===== config.mk =====
export PLATFORM = sky130hd
export DESIGN_NAME = prio_dec_dispatch_flat
export DESIGN_NICKNAME = d
export VERILOG_FILES = /design/src/rtl/prio_dec_dispatch_pkg.sv /design/src/rtl/prio_dec_dispatch_if.sv /design/src/rtl/prio_dec_dispatch_dec.sv /design/src/rtl/prio_dec_dispatch.sv /design/src/flat_wrapper.sv
export SDC_FILE = /design/constraint.sdc
export NUM_CORES = 1
export LEC_CHECK = 0
export BUFFER_PORTS_ARGS = -buffer_cell sky130_fd_sc_hd__buf_2
export CORE_ASPECT_RATIO = 0.6
export CORE_MARGIN = 4
export CORE_UTILIZATION = 57
export CTS_CLUSTER_DIAMETER = 60
export DETAILED_ROUTE_END_ITERATION = 8
export PLACE_DENSITY = 0.85
export RECOVER_POWER = 100
export SYNTH_ARGS = -nofsm -noshare
export SYNTH_HDL_FRONTEND = slang
export SYNTH_SLANG_ARGS = --single-unit
export TNS_END_PERCENT = 5

===== constraint.sdc =====
create_clock -name clk -period 3.7 [get_ports clk]
set_clock_uncertainty 0.05 [all_clocks]
set_input_delay 0.555 -clock clk [delete_from_list [all_inputs] [get_ports clk]]
set_output_delay 0.555 -clock clk [all_outputs]
set_load 0.02 [all_outputs]

===== src/rtl/prio_dec_dispatch_pkg.sv =====
// prio_dec_dispatch_pkg: shared switch constants (port count, descriptor and counter widths)
package prio_dec_dispatch_pkg;
  localparam int SW_NUM_PORTS = 16;
  localparam int PD_DATA_W_DEF = 32;
  localparam int PD_CNT_W_DEF = 16;
endpackage


===== src/rtl/prio_dec_dispatch_if.sv =====
// prio_dec_dispatch_if: dispatch bus; in valid/ready/bin/data, one-hot out valid/ready + shared data, err_oor, drop_cnt
interface prio_dec_dispatch_if
  import prio_dec_dispatch_pkg::*;
#(
  parameter int W  = SW_NUM_PORTS,
  parameter int LW = $clog2(W),
  parameter int DW = PD_DATA_W_DEF,
  parameter int CW = PD_CNT_W_DEF
);
  logic          in_valid;
  logic          in_ready;
  logic [LW-1:0] in_bin;
  logic [DW-1:0] in_data;
  logic [W-1:0]  out_valid;
  logic [W-1:0]  out_ready;
  logic [DW-1:0] out_data;
  logic          err_oor;
  logic [CW-1:0] drop_cnt;
  modport master (
    output in_valid, in_bin, in_data, out_ready,
    input  in_ready, out_valid, out_data, err_oor, drop_cnt
  );
  modport slave (
    input  in_valid, in_bin, in_data, out_ready,
    output in_ready, out_valid, out_data, err_oor, drop_cnt
  );
endinterface


===== src/rtl/prio_dec_dispatch_dec.sv =====
// prio_dec: binary-tree index-to-one-hot decoder; en, bin in; onehot, in_range, oor out
module prio_dec
  import prio_dec_dispatch_pkg::*;
#(
  parameter int W  = SW_NUM_PORTS,
  parameter int LW = $clog2(W)
) (
  input  logic          en,
  input  logic [LW-1:0] bin,
  output logic [W-1:0]  onehot,
  output logic          in_range,
  output logic          oor
);
  localparam int N = 1 << LW;
  logic [2*N-1:1] t;
  logic [N-1:0] leaves;
  assign t[1] = en;
  for (genvar n = 2; n < 2 * N; n++) begin : g_node
    localparam int D = $clog2(n + 1) - 1;
    assign t[n] = t[n/2] & ((n % 2 == 1) ? bin[LW-D] : ~bin[LW-D]);
  end
  assign leaves = t[2*N-1:N];
  assign onehot = leaves[W-1:0];
  assign in_range = |onehot;
  assign oor = |leaves & ~in_range;
endmodule


===== src/rtl/prio_dec_dispatch.sv =====
// prio_dec_dispatch: decodes port index to one-hot valid with 2-entry skid buffer; clk, rst, bus (slave)
module prio_dec_dispatch
  import prio_dec_dispatch_pkg::*;
#(
  parameter int PD_WIDTH    = SW_NUM_PORTS,
  parameter int PD_WIDTH_L2 = $clog2(PD_WIDTH),
  parameter int PD_DATA_W   = PD_DATA_W_DEF,
  parameter int PD_CNT_W    = PD_CNT_W_DEF
) (
  input logic clk,
  input logic rst,
  prio_dec_dispatch_if.slave bus
);
  logic [PD_WIDTH-1:0] o_hot, s_hot, dec_hot;
  logic [PD_DATA_W-1:0] o_data, s_data;
  logic [PD_CNT_W-1:0] drop_cnt;
  logic take, hit, oor, drn, o_full, s_full, err_oor;
  assign o_full = |o_hot;
  assign s_full = |s_hot;
  assign take = bus.in_valid && !s_full;
  assign drn = |(o_hot & bus.out_ready);
  prio_dec #(.W(PD_WIDTH), .LW(PD_WIDTH_L2)) u_dec (
    .en(take), .bin(bus.in_bin), .onehot(dec_hot), .in_range(hit), .oor(oor)
  );
  always_ff @(posedge clk) begin
    if (rst) begin
      o_hot <= '0;
      s_hot <= '0;
      o_data <= '0;
      s_data <= '0;
      err_oor <= 1'b0;
      drop_cnt <= '0;
    end else begin
      err_oor <= oor;
      if (oor && !(&drop_cnt)) drop_cnt <= drop_cnt + 1'b1;
      if (drn && s_full) begin
        o_hot <= s_hot;
        o_data <= s_data;
        s_hot <= '0;
      end else if (!o_full || drn) begin
        o_hot <= dec_hot;
        if (hit) o_data <= bus.in_data;
      end else if (hit) begin
        s_hot <= dec_hot;
        s_data <= bus.in_data;
      end
    end
  end
  assign bus.in_ready = !s_full;
  assign bus.out_valid = o_hot;
  assign bus.out_data = o_data;
  assign bus.err_oor = err_oor;
  assign bus.drop_cnt = drop_cnt;
endmodule

===== src/flat_wrapper.sv =====
// flat-port wrapper written by rule: the top's interface ports become plain ports
module prio_dec_dispatch_flat import prio_dec_dispatch_pkg::*;
#(
  parameter int PD_WIDTH    = SW_NUM_PORTS,
  parameter int PD_WIDTH_L2 = $clog2(PD_WIDTH),
  parameter int PD_DATA_W   = PD_DATA_W_DEF,
  parameter int PD_CNT_W    = PD_CNT_W_DEF
)
  (clk, rst, bus_in_valid, bus_in_bin, bus_in_data, bus_out_ready, bus_in_ready, bus_out_valid, bus_out_data, bus_err_oor, bus_drop_cnt);
  prio_dec_dispatch_if bus_i ();
  input logic clk;
  input logic rst;
  input wire logic [$bits(bus_i.in_valid)-1:0] bus_in_valid;
  input wire logic [$bits(bus_i.in_bin)-1:0] bus_in_bin;
  input wire logic [$bits(bus_i.in_data)-1:0] bus_in_data;
  input wire logic [$bits(bus_i.out_ready)-1:0] bus_out_ready;
  output wire logic [$bits(bus_i.in_ready)-1:0] bus_in_ready;
  output wire logic [$bits(bus_i.out_valid)-1:0] bus_out_valid;
  output wire logic [$bits(bus_i.out_data)-1:0] bus_out_data;
  output wire logic [$bits(bus_i.err_oor)-1:0] bus_err_oor;
  output wire logic [$bits(bus_i.drop_cnt)-1:0] bus_drop_cnt;
  assign bus_i.in_valid = bus_in_valid;
  assign bus_i.in_bin = bus_in_bin;
  assign bus_i.in_data = bus_in_data;
  assign bus_i.out_ready = bus_out_ready;
  assign bus_in_ready = bus_i.in_ready;
  assign bus_out_valid = bus_i.out_valid;
  assign bus_out_data = bus_i.out_data;
  assign bus_err_oor = bus_i.err_oor;
  assign bus_drop_cnt = bus_i.drop_cnt;
  prio_dec_dispatch #(.PD_WIDTH(PD_WIDTH), .PD_WIDTH_L2(PD_WIDTH_L2), .PD_DATA_W(PD_DATA_W), .PD_CNT_W(PD_CNT_W)) u_core (.clk(clk), .rst(rst), .bus(bus_i));
endmodule

# Word level (Yosys, flattened, before mapping)
# Index checks and enable logic that the tools add are counted.
# classes
n_bitwise	37
n_mux	5
n_reduce_logical	15
# op_table
operator	count
$mux W32	3
$reduce_or A16 Y1	4
$mux W16	2
$and A1 B1 Y1	30
$and A16 B16 Y16	1
$not A1 Y1	6
$reduce_and A2 Y1	2
$reduce_bool A2 Y1	2
$reduce_and A3 Y1	1
$logic_and A1 B1 Y1	2
$logic_not A1 Y1	2
$reduce_or A2 Y1	1
$logic_or A1 B1 Y1	1
# totals
wordCells	61
regBits	96
output_inout_bits	66
inputBits	55

# Longest topological paths before layout
# logic_depth
depth_word	11
depth_mapped	8
mapped_depth_nobuf	5

# Modules after synthesis
# From an unflattened synthesis, not the netlist that was laid out.
# unflattened
hier_cells	739
area_unflattened_um2	5789.3
# modules_own_cells
module	seq_area_each_um2	area_each_um2	cells_per_inst	n_inst
prio_dec_dispatch	2262.2	5656.7	713	1
prio_dec	0.0	132.6	26	1

# Worst setup path before layout
# OpenSTA, ideal clock, no wires.
# synth_timing
path_kind	input to register
startpoint	in bus_out_ready[2]
endpoint	reg u_core.o_hot[0], in the netlist u_core.bus.out_valid[0]
slack_ns	1.536
t_arrival_ns	1.982
required_time_ns	3.518
cell_stages	8
path_buffers	3
cell_sequence	a22oi_1 -> nand2_1 -> or4_1 -> buf_2 -> buf_6 -> buf_6 -> a211oi_1 -> nor3_1
# synth_between
elab_chain_len	4
# synth_rtl
element	line_no	source
start, declared	flat_wrapper.sv:16	input wire logic [$bits(bus_i.out_ready)-1:0] bus_out_ready;
$and A16 B16 Y16 (*)	prio_dec_dispatch.sv:21	assign drn = |(o_hot & bus.out_ready);
$reduce_or A16 Y1 (*)	prio_dec_dispatch.sv:21	
$logic_and A1 B1 Y1 / $logic_or A1 B1 Y1 (equally long branches)	prio_dec_dispatch.sv:36, prio_dec_dispatch.sv:40	
$mux W16 / $reduce_bool A2 Y1 (equally long branches)	-	
end signal, assigned	prio_dec_dispatch.sv:37	o_hot <= s_hot;
end signal, assigned	prio_dec_dispatch.sv:41	o_hot <= dec_hot;
end, declared	prio_dec_dispatch.sv:14	logic [PD_WIDTH-1:0] o_hot, s_hot, dec_hot;
# Every way passes the cells marked *; elsewhere a longest branch is shown, timed or not.
# A chain may end at the register's enable or synchronous reset.

# Final worst setup path
# layout_timing
startpoint	reg u_core.o_hot[2], in the netlist u_core.bus.out_valid[2]
endpoint	reg u_core.o_data[23], in the netlist u_core.bus.out_data[23]
# layout_between
elab_chain_len	5
# layout_rtl
element	line_no	source
$and A16 B16 Y16 / $reduce_or A16 Y1 (equally long branches)	prio_dec_dispatch.sv:21, prio_dec_dispatch.sv:18	
$reduce_or A16 Y1 / $logic_not A1 Y1 (equally long branches)	prio_dec_dispatch.sv:21, prio_dec_dispatch.sv:40	
$logic_or A1 B1 Y1 / $logic_and A1 B1 Y1 (equally long branches)	prio_dec_dispatch.sv:40, prio_dec_dispatch.sv:36	
$reduce_bool A2 Y1 (no source line)	-	
$reduce_and A2 Y1 (no source line)	-	
end signal, assigned	prio_dec_dispatch.sv:38	o_data <= s_data;
end signal, assigned	prio_dec_dispatch.sv:42	if (hit) o_data <= bus.in_data;
end, declared	prio_dec_dispatch.sv:15	logic [PD_DATA_W-1:0] o_data, s_data;
# Several ways; a longest one is shown, not always the timed one.

==> out/metrics.yaml <==
clock_tree:
  root_buffer: "clkbuf_16"
  htreeDepth: 3
  cts_resized: 0
  clock_latency_ns: 0.35
  path_clk_slew_ns: 0.07
  cts_sinks: 96
  cts_hold_buf: 0
  postCtsSetupRepairBufs: 0
  cts_buffers: 9
  cts_tree: "yes"
  clockBufferDepth: 2
timing:
  finalWorstSetupSlack_ns: 0.453
  setup_tns_ns: 0
  worst_pin_slew_ns: 1.41
  drv_slew: 0
  fmax_mhz: 308
  setup_violations: 0
  rsz0062_at_grt: "false"
  maxSlewHeadroom_pct: 5.01
  period_minus_slack_ns: 3.25
  hold_violations: 0
  post-route-period-util_pct: 87.8
final_layout:
  final_cells: 690
  n_antenna_cell: 0
  final_cell_area_um2: 5210
  nNetsFinal: 632
  drive_gt1_share_pct: 17.9
  synthToLayoutAreaGrowth_pct: 13.5
yosys:
  seq_area_frac_synth_pct: 41.9
  synth_edf_count: 0
  synth_most_common_cell: "dfxtp_1"
  synth.largest_area_cell: "dfxtp_1"
  synth-warning-count: 0
  avgSynthCellArea_um2: 8.91
  synth_flop_cell: "dfxtp_1"
  syn_inst: 515
  synth.ff_latch_count: 96
  async_reset_ff_share_pct: 0
  synth_top_area_share_pct: 41.9
  synth_common_cells: "dfxtp_1 (96), nor2_1 (54), a21oi_1 (46), nand4_1 (37)"
  synth_cell_types: 33
  synthesis.area_um2: 4590
  synthTopCellsByArea: "dfxtp_1 (42%), o221a_1 (7.9%), o31ai_1 (5.2%)"
critical_path:
  required_ns: 3.93
  reg2reg_depth: 6
  critPathKind: "flop to flop"
  path_max_fanout: 38
  start_kind: "flop"
  r2r_end: "u_core.bus.out_data[23]"
  critPathLaunch: "u_core.bus.out_valid[2]"
  crit_arrival_ns: 3.48
  r2r_start: "u_core.bus.out_valid[2]"
  endpoint_kind: "flop"
  r2r_setup_slack_ns: 0.45
  crit_path_end: "u_core.bus.out_data[23]"
detailed_routing:
  ant_nets: 0
  wirelength_um: 13000
  remaining_drc_errors: 0
  num_vias: 4515
  dr.pass1.iters: 6
  drtIter0Drc: 664
  drt-wirelength-per-cell_um: 18.8
  vias_per_cell: 6.54
floorplanning:
  dieArea_um2: 9600
  start_util_pct: 58.4
  die_x_um: 124
  core_area_um2: 7850
  std_cell_rows: 25
  ios: 121
  die_y_um: 77.5
run:
  maxCapViolations: 0
status:
  status: "complete, no violations"
place:
  place_area_um2: 4990
  io_buffers: 103
  place_congestion: 0.901
  dp_hpwl_um: 8380
  placedCellCount: 674
  dp_slack_ns: 0.686
global_route:
  antenna_found_initial: 0
  grt_pass1_vias: 4119
  grt_max_degree: 65
  grt-ovfl-total: 0
  grt_first_pass_wirelength_um: 21000
  grt_usage_pct: 27.0
min_path:
  hold_class: "flop to flop"
power_and_ir_drop:
  leakage_nw: 1.95
  p_per_area_nw_per_um2: 932
  finalPower_mw: 4.85
  vdd_ir_drop_max_v: 0.000506
-- per-stage QoR --
| step | util, % | hold slack [ns] |
|---|---|---|
| 3_3_place_gp | 63.5 | 0.404 |
| 5_1_grt | 66.3 | 0.419 |
| 6_report | 66.3 | 0.421 |
| 3_5_place_dp | 63.5 | 0.410 |
| 2_1_floorplan | - | 0.389 |
| 4_1_cts | 67.2 | 0.418 |
-- power by group --
part           total, mW  internal, mW  switching, mW
sequential          1.53          1.34          0.195
clock              0.917         0.520          0.396
combinational       2.40         0.721           1.68
-- layout by cell type, fill, tap and decap left out, types with 2 or more instances in the layout --
| cell type | synthesis | routed |
|---|---|---|
| inv_1 | 2 | 2 |
| nor2_1 | 54 | 54 |
| a22oi_1 | 18 | 17 |
| a41oi_1 | 10 | 10 |
| o21ba_1 | 2 | 2 |
| clkbuf_2 | 0 | 2 |
| buf_2 | 15 | 54 |
| clkinv_2 | 0 | 3 |
| and4_1 | 4 | 3 |
| o31ai_1 | 32 | 32 |
| nand4_1 | 37 | 37 |
| nand2_1 | 14 | 14 |
| clkbuf_1 | 29 | 50 |
| clkbuf_16 | 0 | 9 |
| o221a_1 | 32 | 32 |
| buf_12 | 0 | 2 |
| and3_1 | 3 | 3 |
| nor4_1 | 10 | 10 |
| nand2b_1 | 4 | 4 |
| buf_4 | 20 | 6 |
| nor3_1 | 21 | 21 |
| and4b_1 | 2 | 2 |
| a21oi_2 | 20 | 20 |
| a211oi_1 | 13 | 13 |
| clkinvlp_4 | 0 | 2 |
| a21oi_1 | 46 | 46 |
| a31oi_1 | 3 | 3 |
| dfxtp_1 | 96 | 96 |
| a311oi_1 | 5 | 5 |
| conb_1 | 1 | 17 |
| nor2b_1 | 2 | 2 |
-- worst min-delay path by stage --
| stage | from | to | cells after the start |
|---|---|---|---|
| 2_1_floorplan | u_core.s_hot[6] | u_core.s_hot[6] | 2 |
| 3_3_place_gp | u_core.s_data[2] | u_core.s_data[2] | 2 |
| 3_5_place_dp | u_core.s_data[5] | u_core.s_data[5] | 2 |
| 4_1_cts | bus_in_data[18] | u_core.s_data[18] | 3 |
| 5_1_grt | bus_in_data[20] | u_core.s_data[20] | 3 |
| 6_report | u_core.s_data[5] | u_core.s_data[5] | 2 |
-- critical path, cell delays in order (launching register included) --
cell	delay (ns)
dfxtp_1	0.35
a22oi_1	0.19
nand2_1	0.14
or4_4	0.78
o21ai_0	1.16
buf_12	0.26
o221a_1	0.22
-- layout make-up --
cell class	instances	area, um2
clock inverter	6	60.1
clock buffer	10	229
timing repair buffer	113	549
tap	108	135
multi-input combinational	355	2300
sequential	96	1920
inverter	2	7.51
fill	681	2650
-- registers in the layout, indices dropped and copies added (netlist names) --
register	cells
u_core.bus.out_valid	16
u_core.bus.out_data	32
u_core.s_data	32
u_core.s_hot	16
-- layer usage --
metal,share of wire [%],global-route usage (%),wire length [um],vias to the layer above
met5,0,0,0,-
li1,-,-,-,2081
met4,1.1,7.07,147,0
met2,45,39.9,5890,238
met3,9.1,6.77,1190,14
met1,44,39.0,5770,2182
-- kinds of logic (layout without fill, tap and decap cells) --
kind of cell	Yosys count	count (layout)	synth area share [%]
buffers and inverters	80	131	9.57
flip-flops	96	96	41.9
other	1	17	0.0817
AND/OR/NAND/NOR	155	155	17.4
AO/OA/AOI/OAI	183	183	31.1
(Power assumes the default switching activity.)
